<file path="config.mk">
export PLATFORM = sky130hd
export DESIGN_NAME = uart_cmd_wrapper
export DESIGN_NICKNAME = d
export VERILOG_FILES = /design/src/rtl/uart_cmd_wrapper.sv
export SDC_FILE = /design/constraint.sdc
export NUM_CORES = 1
export LEC_CHECK = 0
export ABC_AREA = 1
export CELL_PAD_IN_SITES_DETAIL_PLACEMENT = 1
export CELL_PAD_IN_SITES_GLOBAL_PLACEMENT = 1
export CORE_AREA = 2 2 97 118
export CTS_BUF_LIST = sky130_fd_sc_hd__clkbuf_16
export CTS_CLUSTER_DIAMETER = 80
export CTS_CLUSTER_SIZE = 14
export DETAILED_ROUTE_END_ITERATION = 10
export DIE_AREA = 0 0 99 120
export PLACE_DENSITY_LB_ADDON = 0.2
export SLEW_MARGIN = 20
export SYNTH_ARGS = -nofsm -noshare
export SYNTH_HDL_FRONTEND = slang
export SYNTH_SLANG_ARGS = --single-unit
</file>
<file path="constraint.sdc">
create_clock -name clk -period 2.7 [get_ports clk]
set_input_delay 0.27 -clock clk [delete_from_list [all_inputs] [get_ports clk]]
set_output_delay 0.27 -clock clk [all_outputs]
set_load 0.05 [all_outputs]
</file>
<file path="src/rtl/uart_cmd_wrapper.sv">
// rtl/uart_cmd_wrapper.sv - 3-byte UART command receiver with response transmit.
// Optional inter-byte frame timeout enabled by defining CMD_TIMEOUT_EN.

module uart #(
  parameter int BAUD_CYC = 434
) (
  input  logic       clk,
  input  logic       rst_n,
  input  logic       RX,
  input  logic       clr_rx_rdy,
  input  logic       trmt,
  input  logic [7:0] tx_data,
  output logic       TX,
  output logic [7:0] rx_data,
  output logic       rx_rdy,
  output logic       tx_done
);
  localparam int BW = $clog2(BAUD_CYC);

  logic [9:0]    tx_shft;
  logic [3:0]    tx_cnt;
  logic [BW-1:0] tx_baud;
  logic          tx_busy;

  always_ff @(posedge clk or negedge rst_n) begin
    if (!rst_n) begin
      tx_shft <= '1;
      tx_cnt  <= '0;
      tx_baud <= '0;
      tx_busy <= 1'b0;
      tx_done <= 1'b0;
    end else if (trmt) begin
      tx_shft <= {1'b1, tx_data, 1'b0};
      tx_cnt  <= '0;
      tx_baud <= '0;
      tx_busy <= 1'b1;
      tx_done <= 1'b0;
    end else if (tx_busy) begin
      if (tx_baud == BW'(BAUD_CYC - 1)) begin
        tx_baud <= '0;
        tx_shft <= {1'b1, tx_shft[9:1]};
        if (tx_cnt == 4'd9) begin
          tx_busy <= 1'b0;
          tx_done <= 1'b1;
        end else begin
          tx_cnt <= tx_cnt + 4'd1;
        end
      end else begin
        tx_baud <= tx_baud + 1'b1;
      end
    end
  end

  assign TX = tx_shft[0];

  logic          rx_ff1, rx_ff2, rx_busy, rx_start, rx_smpl;
  logic [3:0]    rx_cnt;
  logic [BW-1:0] rx_baud;
  logic [7:0]    rx_shft;

  assign rx_start = !rx_busy && !rx_ff2;
  assign rx_smpl  = rx_busy && (rx_baud == '0);

  // First sample lands mid start bit; the start bit is shifted out past bit 0.
  always_ff @(posedge clk or negedge rst_n) begin
    if (!rst_n) begin
      rx_ff1  <= 1'b1;
      rx_ff2  <= 1'b1;
      rx_busy <= 1'b0;
      rx_cnt  <= '0;
      rx_baud <= '0;
      rx_shft <= '0;
      rx_rdy  <= 1'b0;
    end else begin
      rx_ff1 <= RX;
      rx_ff2 <= rx_ff1;
      if (rx_start) begin
        rx_busy <= 1'b1;
        rx_cnt  <= '0;
        rx_baud <= BW'(BAUD_CYC / 2 - 1);
      end else if (rx_smpl) begin
        rx_baud <= BW'(BAUD_CYC - 1);
        if (rx_cnt != 4'd9) rx_shft <= {rx_ff2, rx_shft[7:1]};
        if (rx_cnt == 4'd9) rx_busy <= 1'b0;
        else rx_cnt <= rx_cnt + 4'd1;
      end else if (rx_busy) begin
        rx_baud <= rx_baud - 1'b1;
      end
      if (rx_smpl && rx_cnt == 4'd9) rx_rdy <= 1'b1;
      else if (clr_rx_rdy || rx_start) rx_rdy <= 1'b0;
    end
  end

  assign rx_data = rx_shft;
endmodule

module uart_cmd_wrapper #(
  parameter int BAUD_CYC = 434
`ifdef CMD_TIMEOUT_EN
  , parameter int TIMEOUT_CYC = 100000
`endif
) (
  input  logic        clk,
  input  logic        rst_n,
  input  logic        RX,
  output logic        TX,
  output logic [7:0]  cmd,
  output logic [15:0] data,
  output logic        cmd_rdy,
  input  logic        clr_cmd_rdy,
  input  logic [7:0]  resp,
  input  logic        send_resp,
  output logic        resp_sent,
  output logic        frame_err
);
  typedef enum logic [1:0] {WAIT_CMD, WAIT_HI, WAIT_LO} state_t;
  state_t state, state_nxt;

  logic [7:0] rx_data, tx_data, cmd_shdw, hi_shdw, tx_hold;
  logic       rx_rdy, clr_rx_rdy, trmt, tx_done, busy;
  logic       ld_cmd, ld_hi, ld_out, drop, tmo_hit;

  uart #(.BAUD_CYC(BAUD_CYC)) u_uart (
    .clk(clk), .rst_n(rst_n), .RX(RX), .clr_rx_rdy(clr_rx_rdy),
    .trmt(trmt), .tx_data(tx_data), .TX(TX), .rx_data(rx_data),
    .rx_rdy(rx_rdy), .tx_done(tx_done)
  );

  always_ff @(posedge clk or negedge rst_n) begin
    if (!rst_n) state <= WAIT_CMD;
    else state <= state_nxt;
  end

  // An arriving byte takes priority over a timeout in the same cycle.
  always_comb begin
    state_nxt  = state;
    clr_rx_rdy = 1'b0;
    ld_cmd     = 1'b0;
    ld_hi      = 1'b0;
    ld_out     = 1'b0;
    drop       = 1'b0;
    case (state)
      WAIT_CMD: if (rx_rdy) begin
        clr_rx_rdy = 1'b1; ld_cmd = 1'b1; state_nxt = WAIT_HI;
      end
      WAIT_HI: if (rx_rdy) begin
        clr_rx_rdy = 1'b1; ld_hi = 1'b1; state_nxt = WAIT_LO;
      end else if (tmo_hit) begin
        drop = 1'b1; state_nxt = WAIT_CMD;
      end
      WAIT_LO: if (rx_rdy) begin
        clr_rx_rdy = 1'b1; ld_out = 1'b1; state_nxt = WAIT_CMD;
      end else if (tmo_hit) begin
        drop = 1'b1; state_nxt = WAIT_CMD;
      end
      default: state_nxt = WAIT_CMD;
    endcase
  end

  always_ff @(posedge clk or negedge rst_n) begin
    if (!rst_n) begin
      cmd_shdw <= '0;
      hi_shdw  <= '0;
      cmd      <= '0;
      data     <= '0;
      cmd_rdy  <= 1'b0;
    end else begin
      if (ld_cmd) cmd_shdw <= rx_data;
      else if (drop) cmd_shdw <= '0;
      if (ld_hi) hi_shdw <= rx_data;
      else if (drop) hi_shdw <= '0;
      if (ld_out) begin
        cmd  <= cmd_shdw;
        data <= {hi_shdw, rx_data};
      end
      if (ld_out) cmd_rdy <= 1'b1;
      else if (ld_cmd || clr_cmd_rdy) cmd_rdy <= 1'b0;
    end
  end

`ifdef CMD_TIMEOUT_EN
  localparam int TW = $clog2(TIMEOUT_CYC);
  logic [TW-1:0] tmo_cnt;

  assign tmo_hit = (state != WAIT_CMD) && (tmo_cnt == TW'(TIMEOUT_CYC - 1));

  always_ff @(posedge clk or negedge rst_n) begin
    if (!rst_n) begin
      tmo_cnt   <= '0;
      frame_err <= 1'b0;
    end else begin
      frame_err <= drop;
      if (state == WAIT_CMD || rx_rdy || tmo_hit) tmo_cnt <= '0;
      else tmo_cnt <= tmo_cnt + 1'b1;
    end
  end
`else
  assign tmo_hit   = 1'b0;
  assign frame_err = 1'b0;
`endif

  assign trmt      = send_resp && !busy;
  assign tx_data   = busy ? tx_hold : resp;
  assign resp_sent = busy && tx_done;

  always_ff @(posedge clk or negedge rst_n) begin
    if (!rst_n) begin
      busy    <= 1'b0;
      tx_hold <= '0;
    end else if (trmt) begin
      busy    <= 1'b1;
      tx_hold <= resp;
    end else if (resp_sent) begin
      busy <= 1'b0;
    end
  end
endmodule

</file>
== Yosys cells after proc, flatten, opt, wreduce, memory -nomap -nowiden ==
Cells that the tools add are included.
Storage, ports and cells
  input bits: 13
  register bits: 102
  output and inout port bits: 28
Cells by class
  bitwise gates (word level): 1
  reductions and logical operators: 29
  equal/unequal tests: 11
  add/sub/neg operators: 4
  muxes and demuxes: 45
Operators with widths (count)
  $mux W9: 6
  $mux W10: 3
  $mux W4: 7
  $mux W8: 3
  $mux W1: 22
  $reduce_bool A2 Y1: 8
  $reduce_and A3 Y1: 4
  $add A9 B1 Y9 const B: 1
  $eq A9 B9 Y1 const B: 1
  $logic_not A9 Y1: 1
  $sub A9 B1 Y9 const B: 1
  $add A4 B1 Y4 const B: 2
  $eq A4 B4 Y1 const B: 2
  $ne A2 B1 Y1 const B: 4
  $mux W2: 3
  $pmux W2 S3: 1
  $reduce_and A2 Y1: 3
  $logic_and A1 B1 Y1: 5
  $ne A4 B4 Y1 const B: 1
  $logic_not A1 Y1: 3
  $reduce_bool A3 Y1: 1
  $reduce_or A3 Y1: 1
  $eq A2 B1 Y1 const B: 1
  $eq A2 B2 Y1 const B: 1
  4 further kinds: 5

== Depth between registers and ports, before layout ==
  depth after elaboration: 6
  mapped depth: 10
  mapped depth without buffers: 9

== Modules after synthesis ==
From an unflattened synthesis, not the netlist that was laid out.
Unflattened totals
  cell total of the unflattened synthesis: 550
  area, all modules: 4898.4 um2
Modules (own cells, without submodules)
  uart: area each 2562.5 um2, sequential area each 1239.9 um2, instances 1, cells each 295
  uart_cmd_wrapper: area each 2336.0 um2, sequential area each 1301.2 um2, instances 1, cells each 255

== Worst setup path after synthesis ==
No wires, ideal clock.
  path type: register -> register
  start: register u_uart.rx_baud[0]
  end: register u_uart.rx_cnt[0]
  setup time: 117 ps
  slack: 1293 ps
  arrival: 1289 ps
  cell stages (with the launch flop): 9
  path buffers: 1
  required time: 2583 ps
  cells stage by stage: dfrtp_1 > inv_1 > ha_1 > nand2_2 > nor2_4 > nand4_2 > buf_6 > nand3_1 > nand2_1
Between the ends
  cells in the longest elaborated chain, start to end: 4
Ends and longest elaborated chain
  start: declaration: line 58  | logic [BW-1:0] rx_baud;
  start signal: assignment: line 80  | rx_baud <= BW'(BAUD_CYC / 2 - 1);
  start signal: assignment: line 82  | rx_baud <= BW'(BAUD_CYC - 1);
  start signal: assignment: line 87  | rx_baud <= rx_baud - 1'b1;
  $logic_not A9 Y1: line 62  | assign rx_smpl = rx_busy && (rx_baud == '0);
  $logic_and A1 B1 Y1: line 62
  $reduce_bool A2 Y1 (no source line)
  $reduce_and A2 Y1 (no source line)
  end signal: assignment: line 85  | else rx_cnt <= rx_cnt + 4'd1;
  end: declaration: line 57  | logic [3:0] rx_cnt;
Every way passes these cells.
A chain may end at the register's enable or synchronous reset.

== Worst setup path in the final report ==
  start: register u_uart.rx_baud[0]
  end: register u_uart.rx_shft[6] (netlist: u_uart.rx_data[6])
Between the ends
  cells in the longest elaborated chain, start to end: 3
Ends and longest elaborated chain
  $logic_not A9 Y1: line 62
  $logic_and A1 B1 Y1: line 62
  $reduce_and A3 Y1 (no source line)
  end signal: assignment: line 83  | if (rx_cnt != 4'd9) rx_shft <= {rx_ff2, rx_shft[7:1]};
  end: declaration: line 59  | logic [7:0] rx_shft;
Every way passes these cells.

==> summary.txt <==
Yosys
  – Post-synth net total: 492
  – Multiplexer share of the synthesized area: 0.0214
  – Number of synthesized flops with an enable pin: 0
  – Synth Instances: 472
  – Yosys top cell by area: dfrtp_1
  – Synth Area in Adders: 0.0208
  – Synthesized area: 4200 sq um
  – Avg Synthesized Cell Area: 8.91 sq um
  – Largest cells by area after synthesis: dfrtp_1 49%, nand2_1 13%, dfstp_2 6.9%
  – Synth cell types: 31
  – Post-synthesis sequential area ratio: 0.557
  – Async S/R FF share, synth: 1.00
  – Register bit count reported by yosys: 93
  – Count leader, synth: nand2_1
  – Synth warn: 0
  – Ys flop type: dfrtp_1
  – Compound-Gate Fraction of Synth Area: 0.0863
  – Synth Area in Simple Gates: 0.224
  – Synth top area share: 0.488
  – Largest family of logic cells by synthesized area: simple AND/OR/NAND/NOR gates
  – Commonest cells post-synth: 145 x nand2_1, 82 x dfrtp_1, 54 x inv_1
  – Post-Synth XOR/XNOR Area: 0.0167

Timing
  – Min Tclk post-route: 2.04 ns
  – Final Skew: 0.00771 ns
  – Unrepaired setup endpoints after global routing: no
  – Final worst slack: 0.663 ns
  – Hold Vio Cnt, Final: 0
  – # setup viols final: 0
  – Max_slew headroom: 0.397
  – Worst Tran Pin Value: 0.900 ns
  – Tcrit/Tclk final: 0.755
  – Final TNS setup: 0 ns
  – Max-slew violation count: 0
  – Fmax: 0.491 GHz

Worst setup path
  – CP required: 2.91 ns
  – Slowest-stage cell, CP: nand4_2
  – Worst path top cell family by delay: simple AND/OR/NAND/NOR gates
  – Buf+Inv Stages, Crit Path: 1
  – Setup crit end kind: register
  – CP peak stage delay: 0.52 ns
  – CP cell instances: inv_1, ha_1, nand2_2, nor2_4, nand4_2, nand2_1, o21ai_2
  – WS Path Type: reg -> reg
  – Startpoint Class: register
  – CP max FO: 20
  – Crit path DAT: 2.25 ns

Pwr
  – Int Pwr: 2040 uW
  – Comb pwr share: 0.020
  – P_leak: 0.00237 uW
  – PD cells: 527 nW/um^2
  – Switching power: 579 uW
  – Switching share of power: 0.221
  – Seq pwr share: 0.533
  – Max VDD drop: 0.252 mV
  – Clock power frac: 0.447

Clock tree
  – CTS buffer count: 9
  – Clk_lat worst skew: 0.34 ns
  – CTS tree: built
  – Clock slew at reported path FFs: 0.07 ns
  – Max Buffers Root-to-Sink: 2
  – Clock Sinks: 93
  – CTS Hold Bufs: 1
  – Cts repair resizes: 0
  – Post-CTS Setup Repair Bufs: 0
  – H-tree level count: 3
  – Root buf cell: clkbuf_16

Global routing
  – Met2 usage: 0.299
  – Vias in the first global route: 3489
  – Global-route wire length before repair: 16200 um
  – GRT overflow: 0
  – M3 GR Usage: 0.0250
  – Initial antenna violation count: 0
  – GRT Util Overall: 0.169
  – Met1 Usage GRT: 0.202
  – Pin count of the biggest net entering global routing: 94
  – GRT busiest layer: met2

Floorplan
  – Overall die area: 11900 sq um
  – Die Y: 120 um
  – I/O pin total: 41
  – Die width: 99 um
  – Core area: 10800 sq um
  – Initial core utilization: 0.390
  – # rows: 42

Run
  – Total of max-cap violations: 0

Detailed routing
  – Post-route ant nets: 0
  – WL/cell: 14.4 um
  – Via density: 4.96
  – Via Count: 3202
  – Pre-antenna DRT Iters: 4
  – DRC: 0
  – Initial detailed-routing violation count: 100
  – WL final: 9300 um

Finish
  – Ant diodes: 0
  – Fillers: 1263
  – Final net count: 529
  – Syn-to-layout area delta: 18.3%
  – Register area: 2340 sq um
  – Share of cells above drive strength 1: 0.115
  – Area of the multi-input gates: 1560 sq um

Min path
  – Hold Path Class: in -> reg

Placed design
  – Port Buf Inserts: 39
  – Placed wire-length estimate: 6330 um
  – Routability congestion estimate: 0.799
  – Worst slack, placed: 0.674 ns

Status
  – Outcome: finished, final reports clean
## worst register-to-register path, delay by kind of cell (launching register included)
kind            cells  cell delay (ns)
simple gates        4             1.06
compound gates      1             0.08
flops               1             0.37
buf+inv             1             0.14
fa+ha+maj           1             0.26
## layout by cell type, fill, tap and decap left out, drive strengths merged
cell type      instances
dfstp                 11
inv                   56
clkinv                 4
clkbuf                 9
buf                    4
mux2                   8
nand4                 11
a31o                   1
clkdlybuf4s50         38
xor2                   5
clkinvlp               1
o31ai                  2
nor3                   2
nor2                  31
ha                     7
xnor2                  3
conb                   1
nand2                149
dlygate4sd3            1
o211ai                 1
nand3                 28
o22ai                  2
a21oi                  5
o21ai                 52
dfrtp                 82
## logic make-up after synthesis
group	count (synthesis)
XOR/XNOR	8
AND/OR/NAND/NOR	221
other	1
adder cells (fa/ha/maj)	7
AO/OA/AOI/OAI	63
buffers and inverters	71
multiplexers	8
flip-flops	93
## through the flow
step	total power [uW]	utilization	std cells	hold slack, ns	area [sq um]
after floorplan	1430	-	472	-0.0256	4200
after global placement	1480	0.435	629	0.346	4690
after detailed placement	1480	0.435	629	0.348	4690
after CTS	2670	0.462	646	0.330	4970
after global routing	2720	0.462	646	0.338	4970
final	2620	0.462	646	0.335	4970
## per-layer routing
layer  vias to the layer above  share of wire
met3                        10          0.020
met4                         0          0.017
met1                      1595           0.43
li1                       1569              -
met5                         -              0
met2                        28           0.53
## registers in the layout (all words and copies together) (netlist names)
name and flops:
data 16, u_uart.rx_baud 9, u_uart.tx_baud 9, u_uart.tx_shft 9, cmd 8, cmd_shdw 8
hi_shdw 8, u_uart.rx_data 8, u_uart.rx_cnt 4, u_uart.tx_cnt 4, state 2, busy 1
cmd_rdy 1, u_uart.rx_busy 1, u_uart.rx_ff1 1, u_uart.rx_ff2 1, u_uart.rx_rdy 1, u_uart.tx_busy 1
u_uart.tx_done 1
## power by group through the flow
stage / Clock (uW) / Combinational [uW] / Sequential (uW)
2_1_floorplan: 0 / 4.85 / 1420
3_3_place_gp: 0 / 54.0 / 1420
3_5_place_dp: 0 / 54.2 / 1420
4_1_cts: 1220 / 55.5 / 1400
5_1_grt: 1260 / 59.6 / 1400
6_report: 1170 / 52.8 / 1400
## area by class of cell
type,count,share of cell area
multi-input combinational,308,0.313
timing repair buffer,43,0.0871
sequential,93,0.471
clock inverter,7,0.0101
tap,132,0.0332
inverter,54,0.0408
clock buffer,9,0.0453
## path summary, 6_finish.rpt
kind                                          startpoint                             to  slack [ns]  cells after the start
max                        u_uart.rx_baud[0]$_DFFE_PN0P_  u_uart.rx_data[6]$_DFFE_PN0P_        0.66                      7
min in group asynchronous                          rst_n  u_uart.tx_baud[6]$_DFFE_PN0P_        0.47                      3
max reg2reg                u_uart.rx_baud[0]$_DFFE_PN0P_  u_uart.rx_data[6]$_DFFE_PN0P_        0.66                      7
min                                                   RX        u_uart.rx_ff1$_DFF_PN1_        0.34                      1
min reg2reg                      u_uart.rx_ff1$_DFF_PN1_        u_uart.rx_ff2$_DFF_PN1_        0.36                      0
max in group asynchronous                          rst_n  u_uart.tx_baud[5]$_DFFE_PN0P_        1.76                      3
(Power assumes the default switching activity.)
